**src/rtl/interpolator_mc.sv**
```systemverilog
// interpolator_mc: NCH-channel linear-interpolating upsampler (L = 2^LOG2_L).
// Each channel is truncated to DOUT_W bits, ramped from the previous sample to
// the current one over L clocks, and driven out as an offset-binary DAC code.
// Optional summed output mix_out is enabled by defining INTERP_MIX_EN.
module interpolator_mc #(
    parameter int NCH    = 2,
    parameter int DIN_W  = 32,
    parameter int DOUT_W = 12,
    parameter int LOG2_L = 3
) (
    input  logic                    Fg_CLK,
    input  logic                    RESET,
    input  logic                    Enable,
    input  logic [NCH*DIN_W-1:0]    din,
    input  logic [3:0]              Mode,
    output logic [NCH*DOUT_W-1:0]   osc_out,
    output logic                    out_valid,
    output logic [LOG2_L:0]         phase
`ifdef INTERP_MIX_EN
    ,
    output logic [DOUT_W-1:0]       mix_out
`endif
);
    localparam int                       PW    = DOUT_W + LOG2_L + 2;
    localparam logic [LOG2_L:0]          L_MAX = {1'b1, {LOG2_L{1'b0}}};
    localparam logic [DOUT_W-1:0]        MID   = {1'b1, {(DOUT_W-1){1'b0}}};
    localparam logic signed [DOUT_W-1:0] Y_MIN = MID;
    localparam logic signed [DOUT_W-1:0] Y_MAX = ~MID;

    logic            primed_q;
    logic [1:0]      mode_q, mode1_q;
    logic [LOG2_L:0] k_q, k_d, k1_q, phase_q;
    logic            v1_q, valid_q;
    logic            mode_unused;

    assign mode_unused = ^Mode[3:2];

    // Phase restarts on a strobe, otherwise counts up and parks at L once primed
    always_comb begin
        k_d = k_q;
        if (Enable)
            k_d = '0;
        else if (primed_q && k_q != L_MAX)
            k_d = k_q + 1'b1;
    end

    // Strobe-side control: phase counter, latched mode, primed flag
    always_ff @(posedge Fg_CLK or posedge RESET) begin
        if (RESET) begin
            primed_q <= 1'b0;
            mode_q   <= '0;
            k_q      <= '0;
        end else begin
            k_q <= k_d;
            if (Enable) begin
                primed_q <= 1'b1;
                mode_q   <= Mode[1:0];
            end
        end
    end

    // Control travelling alongside the two datapath stages
    always_ff @(posedge Fg_CLK or posedge RESET) begin
        if (RESET) begin
            v1_q    <= 1'b0;
            mode1_q <= '0;
            k1_q    <= '0;
            valid_q <= 1'b0;
            phase_q <= '0;
        end else begin
            v1_q    <= primed_q;
            mode1_q <= mode_q;
            k1_q    <= k_q;
            valid_q <= v1_q;
            phase_q <= k1_q;
        end
    end

    assign out_valid = valid_q;
    assign phase     = phase_q;

`ifdef INTERP_MIX_EN
    logic [NCH-1:0][DOUT_W-1:0] y_all;
`endif

    for (genvar c = 0; c < NCH; c++) begin : g_ch
        logic signed [DOUT_W-1:0] s, prev_q, cur_q, prev1_q, cur1_q, y_lin, y_sel;
        logic signed [DOUT_W:0]   d;
        logic signed [PW-1:0]     p, p1_q, y_w;
        logic [DOUT_W-1:0]        code_q;
        logic                     ch_unused;

        assign s         = din[c*DIN_W + DIN_W-1 -: DOUT_W];
        assign ch_unused = ^{y_w[PW-1:DOUT_W], din[c*DIN_W +: DIN_W-DOUT_W]};

        // Sample history; the first strobe loads both so the ramp never starts at zero
        always_ff @(posedge Fg_CLK or posedge RESET) begin
            if (RESET) begin
                prev_q <= '0;
                cur_q  <= '0;
            end else if (Enable) begin
                prev_q <= primed_q ? cur_q : s;
                cur_q  <= s;
            end
        end

        assign d = {cur_q[DOUT_W-1], cur_q} - {prev_q[DOUT_W-1], prev_q};
        assign p = PW'(d) * PW'($signed({1'b0, k_q}));

        // Stage 1: slope times phase, plus endpoints
        always_ff @(posedge Fg_CLK or posedge RESET) begin
            if (RESET) begin
                p1_q    <= '0;
                prev1_q <= '0;
                cur1_q  <= '0;
            end else begin
                p1_q    <= p;
                prev1_q <= prev_q;
                cur1_q  <= cur_q;
            end
        end

        // Floor division by L via arithmetic shift keeps y between the endpoints
        assign y_w   = PW'(prev1_q) + (p1_q >>> LOG2_L);
        assign y_lin = y_w[DOUT_W-1:0];

        // Output mode select; negating the most negative code saturates
        always_comb begin
            y_sel = y_lin;
            case (mode1_q)
                2'd1:    y_sel = cur1_q;
                2'd2:    y_sel = '0;
                2'd3:    y_sel = (y_lin == Y_MIN) ? Y_MAX : -y_lin;
                default: y_sel = y_lin;
            endcase
        end

        // Stage 2: offset-binary code
        always_ff @(posedge Fg_CLK or posedge RESET) begin
            if (RESET)
                code_q <= MID;
            else
                code_q <= {~y_sel[DOUT_W-1], y_sel[DOUT_W-2:0]};
        end

        assign osc_out[c*DOUT_W +: DOUT_W] = code_q;
`ifdef INTERP_MIX_EN
        assign y_all[c] = y_sel;
`endif
    end

`ifdef INTERP_MIX_EN
    localparam int SW = DOUT_W + $clog2(NCH) + 1;
    logic signed [SW-1:0]     mix_sum;
    logic signed [DOUT_W-1:0] mix_sat;
    logic [DOUT_W-1:0]        mix_q;

    // Sum of all channel values, clamped to the DAC range
    always_comb begin
        mix_sum = '0;
        for (int c = 0; c < NCH; c++)
            mix_sum = mix_sum + SW'($signed(y_all[c]));
        if (mix_sum > SW'(Y_MAX))
            mix_sat = Y_MAX;
        else if (mix_sum < SW'(Y_MIN))
            mix_sat = Y_MIN;
        else
            mix_sat = mix_sum[DOUT_W-1:0];
    end

    // Mix register, aligned with the stage-2 channel codes
    always_ff @(posedge Fg_CLK or posedge RESET) begin
        if (RESET)
            mix_q <= MID;
        else
            mix_q <= {~mix_sat[DOUT_W-1], mix_sat[DOUT_W-2:0]};
    end

    assign mix_out = mix_q;
`endif
endmodule
```
**config.mk**
```make
export PLATFORM = sky130hd
export DESIGN_NAME = interpolator_mc
export DESIGN_NICKNAME = d
export VERILOG_FILES = /design/src/rtl/interpolator_mc.sv
export SDC_FILE = /design/constraint.sdc
export NUM_CORES = 1
export LEC_CHECK = 0
export BUFFER_PORTS_ARGS = -buffer_cell sky130_fd_sc_hd__buf_2
export CAP_MARGIN = 15
export CORE_MARGIN = 4
export CORE_UTILIZATION = 55
export CTS_CLUSTER_SIZE = 20
export DETAILED_ROUTE_END_ITERATION = 10
export PLACE_DENSITY = 0.88
export SYNTH_ARGS = -nofsm -noshare
export SYNTH_HDL_FRONTEND = slang
export SYNTH_SLANG_ARGS = --single-unit
```
**constraint.sdc**
```tcl
create_clock -name Fg_CLK -period 4.76 [get_ports Fg_CLK]
set_input_delay 0.238 -clock Fg_CLK [delete_from_list [all_inputs] [get_ports Fg_CLK]]
set_output_delay 0.238 -clock Fg_CLK [all_outputs]
set_load 0.05 [all_outputs]
```
==> results.sh <==
export IMPL_status="complete, but fails checks"
export IMPL_violations="hold timing, setup timing"
export IMPL_fin_util=0.6867
export IMPL_period_share=1.090
export IMPL_synth_area_leader_cell="dfrtp_1"
export IMPL_firstDrtPassIters=6
export IMPL_gp_congestion=0.8896
export IMPL_clock_latency_ns=0.44
export IMPL_clock_fmax_mhz=192.7
export IMPL_antenna_left=0
export IMPL_die_w_um=151.5
export IMPL_worst_path_max_delay_cell="fa_1"
export IMPL_first_global_vias=9795
export IMPL_dr_wl_met3_um=4125
export IMPL_portBuffers=57
export IMPL_cap_violations=0
export IMPL_cts_buffers_inserted=17
export IMPL_netlist_top_cells_area="dfrtp_1 36%, ha_1 11%, fa_1 8.5%, inv_1 4.5%, xnor2_1 4.3%"
export IMPL_overflow=0
export IMPL_switching_share=0.4452
export IMPL_cts_clk_slew_worst_paths_ns=0.07
export IMPL_crit_path_cell_trace="inv_1 -> ha_1 -> nor2b_1 -> o21a_1 -> o21ai_2 -> nand2b_1 -> a21oi_2 -> xnor2_2 -> and2_4 -> ha_4 -> fa_1 -> inv_2 -> fa_1 -> inv_2 -> ha_4 -> nor3_2 -> nor2_1 -> a31oi_2 -> nor2b_1 -> o21a_1 -> o41ai_4 -> xnor3_1"
export IMPL_cts_hold_repair_buffers=0
export IMPL_synthCells=1149
export IMPL_power_frac_comb=0.559
export IMPL_ir_drop_v=0.0002429
export IMPL_num_rows=52
export IMPL_final_common_cell="dfrtp_1"
export IMPL_critPathKind="flop to flop"
export IMPL_cts_tree="built"
export IMPL_drc=0
export IMPL_holdWs_ns=-0.04079
export IMPL_yosysUniqueCellTypes=72
export IMPL_top_layer_used="met4"
export IMPL_leakage_nw=6.760
export IMPL_avgSynthCellArea_um2=9.862
export IMPL_via_per_inst=6.504
export IMPL_dr_wl_met2_um=17450
export IMPL_num_io_pins=100
export IMPL_power_total_w=0.007542
export IMPL_m1WireLength_um=13100
export IMPL_finalSetupViolCount=8
export IMPL_worstSetupStartpointType="flop"
export IMPL_cp_max_fo=3
export IMPL_grt_max_degree=92
export IMPL_root_buffer="clkbuf_16"
export IMPL_antennaDiodeCount=0
export IMPL_final_setup_skew_ns=0.01108
export IMPL_seq_area_frac_synth=0.3602
export IMPL_finalSetupTns_ns=-1.437
export IMPL_r2r_start="g_ch[0].prev_q[1]"
export IMPL_areaGrowthSynthToFinish_pct=22.63
export IMPL_powerDensity_nw_per_um2=542.8
export IMPL_syn_num_nets=1368
export IMPL_slew_headroom=0.3569
export IMPL_syn_cell_area_um2=11330
export IMPL_final_cell_mix="161 x dfrtp_1, 125 x inv_1, 89 x buf_4"
export IMPL_cp_arrival_ns=5.50
export IMPL_grt_pass1_wl_um=50950
export IMPL_avgRoutedWirePerCell_um=23.87
export IMPL_p_int_w=0.004185
export IMPL_initial_core_util=0.5600
export IMPL_p_seq_frac=0.246
export IMPL_p_sw_w=0.003358
export IMPL_die_area_um2=22960
export IMPL_fin_nets=1502
export IMPL_drive_above_1_share=0.2639
export IMPL_synth_top_area_share=0.3556
export IMPL_clockBufferDepth=2
export IMPL_hold_viol_final=30
export IMPL_timing_final_crit_period_ns=5.189
export IMPL_synth_warnings=0
export IMPL_clkSinkCount=163
export IMPL_critPathLaunch="g_ch[0].prev_q[1]"
export IMPL_rr_endpoint="g_ch[0].p1_q[14]"
export IMPL_slew_violations=0
export IMPL_r2r_slack_ns=-0.43
export IMPL_cp_data_required_time_ns=5.07
export IMPL_cp_end_kind="flop"
export IMPL_die_h_um=151.5
export IMPL_ys_ff_latch=163
export IMPL_synth_edf_count=0
export IMPL_htree_levels=4
export IMPL_design_core_area_um2=20230
export IMPL_worst_pin_slew_ns=0.9646
export IMPL_vias=10186
export IMPL_first_iter_violations=1434
export IMPL_hpwl_um=18550
export IMPL_synth_main_ff_cell="dfrtp_1"
export IMPL_grt_antenna_before_repair=0
export IMPL_setup_ws_ns=-0.4285
export IMPL_hold_path_class="primary input to asynchronous set/reset pin"
export IMPL_async_flop_share=1.000
export IMPL_grt_use_total=0.2808
export IMPL_power_frac_clock=0.195
export IMPL_drt_wl_total_um=37380
export IMPL_num_fill_cells=1146
export IMPL_r2r_cells=22
export IMPL_cpPeakStageDelay_ns=0.55
export IMPL_rsz0062_at_grt="yes"
metal layers:
metal	vias up	track usage
li1	4150	-
met1	4893	0.3480
met2	880	0.4799
met4	0	0.1231
met3	263	0.05324
met5	-	0
logic make-up (layout without fill, tap and decap cells):
logic type,after synthesis,after routing,share of synthesized area
and+or+nand+nor,317,317,0.1407
xor gates and xnor gates,78,78,0.06272
muxes,50,50,0.04671
DFF,163,163,0.3602
adders and majority gates,148,148,0.1952
buffers and inverters,170,317,0.05930
AOI/OAI and AO/OA,223,223,0.1352
synth_stat cells (8+ instances only):
master and number:
nand3_1 14, o221a_1 9, o21bai_1 10, and3_1 8, ha_1 100, nor3_1 25, a211oi_1 13, or3_1 9
mux2_2 23, a21oi_1 64, xnor2_1 55, o22ai_1 8, clkbuf_1 22, o21ai_0 43, a21o_1 11, nor2_1 92
fa_1 48, dfrtp_1 161, mux2i_1 27, nand2_1 57, inv_1 137, xor2_1 21, o21a_1 15, and2_1 64
nor2b_1 19
power groups by stage:
stage | logic, W | registers (W) | clock network, W
after global routing | 0.00446 | 0.00188 | 0.00152
after global placement | 0.00323 | 0.00184 | 0
after floorplan | 0.00223 | 0.00216 | 0
after detailed placement | 0.00339 | 0.00185 | 0
after CTS | 0.00365 | 0.00184 | 0.00144
final | 0.00421 | 0.00186 | 0.00147
timing repair:
item	in CTS	in global routing
pin swaps	63	61
setup endpoints to repair	6	10
setup buffers	16	17
gates resized for setup	68	89
cloned	0	0
sequential cells by signal (all words and copies together), names as in the netlist:
register and count:
g_ch.code_q 24, mode1_q 2, phase 4, v1_q 1, g_ch.prev_q 24, g_ch.prev1_q 24, k_q 4, out_valid 1
k1_q 4, g_ch.cur_q 24, primed_q 1, g_ch.cur1_q 24, g_ch.p1_q 24, mode_q 2
worst max-delay path by stage:
stage	to	slack, ns
after floorplan	g_ch[0].p1_q[14]	-0.003
after global placement	g_ch[0].p1_q[14]	-0.18
after detailed placement	g_ch[0].p1_q[14]	-0.35
after CTS	g_ch[1].p1_q[14]	-0.07
after global routing	g_ch[0].p1_q[14]	-0.50
final	g_ch[0].p1_q[14]	-0.43
worst max-delay path, delay by kind of cell (launching register included):
family	cells	cell delay [ns]
buffers and inverters	3	0.20
and+or+nand+nor	6	0.81
xor gates and xnor gates	2	0.48
AOI/OAI and AO/OA	6	1.35
adders and majority gates	5	1.82
DFF	1	0.41
through the flow:
stage	std cells	worst slack, ns	hold WS (ns)	cell area, µm²
floorplan	1149	-0.003398	0.3312	11330
global placement	1502	-0.1796	0.3364	12250
detailed placement	1502	-0.3549	0.3378	12250
CTS	1550	-0.07145	0.003534	13330
global route	1566	-0.4990	0.04617	13890
finish	1566	-0.4285	-0.04079	13890
area by class of cell:
cell class                      count  area (µm²)  area share
Timing Repair Buffer              148       975.9     0.07024
Multi-Input combinational cell    816        7373      0.5307
Clock buffer                       23       447.9     0.03224
Tap cell                          270       337.8     0.02431
Sequential cell                   163        4081      0.2937
Inverter                          137       519.2     0.03737
Clock inverter                      9       158.9     0.01144
Power figures use the tool's default switching activity.
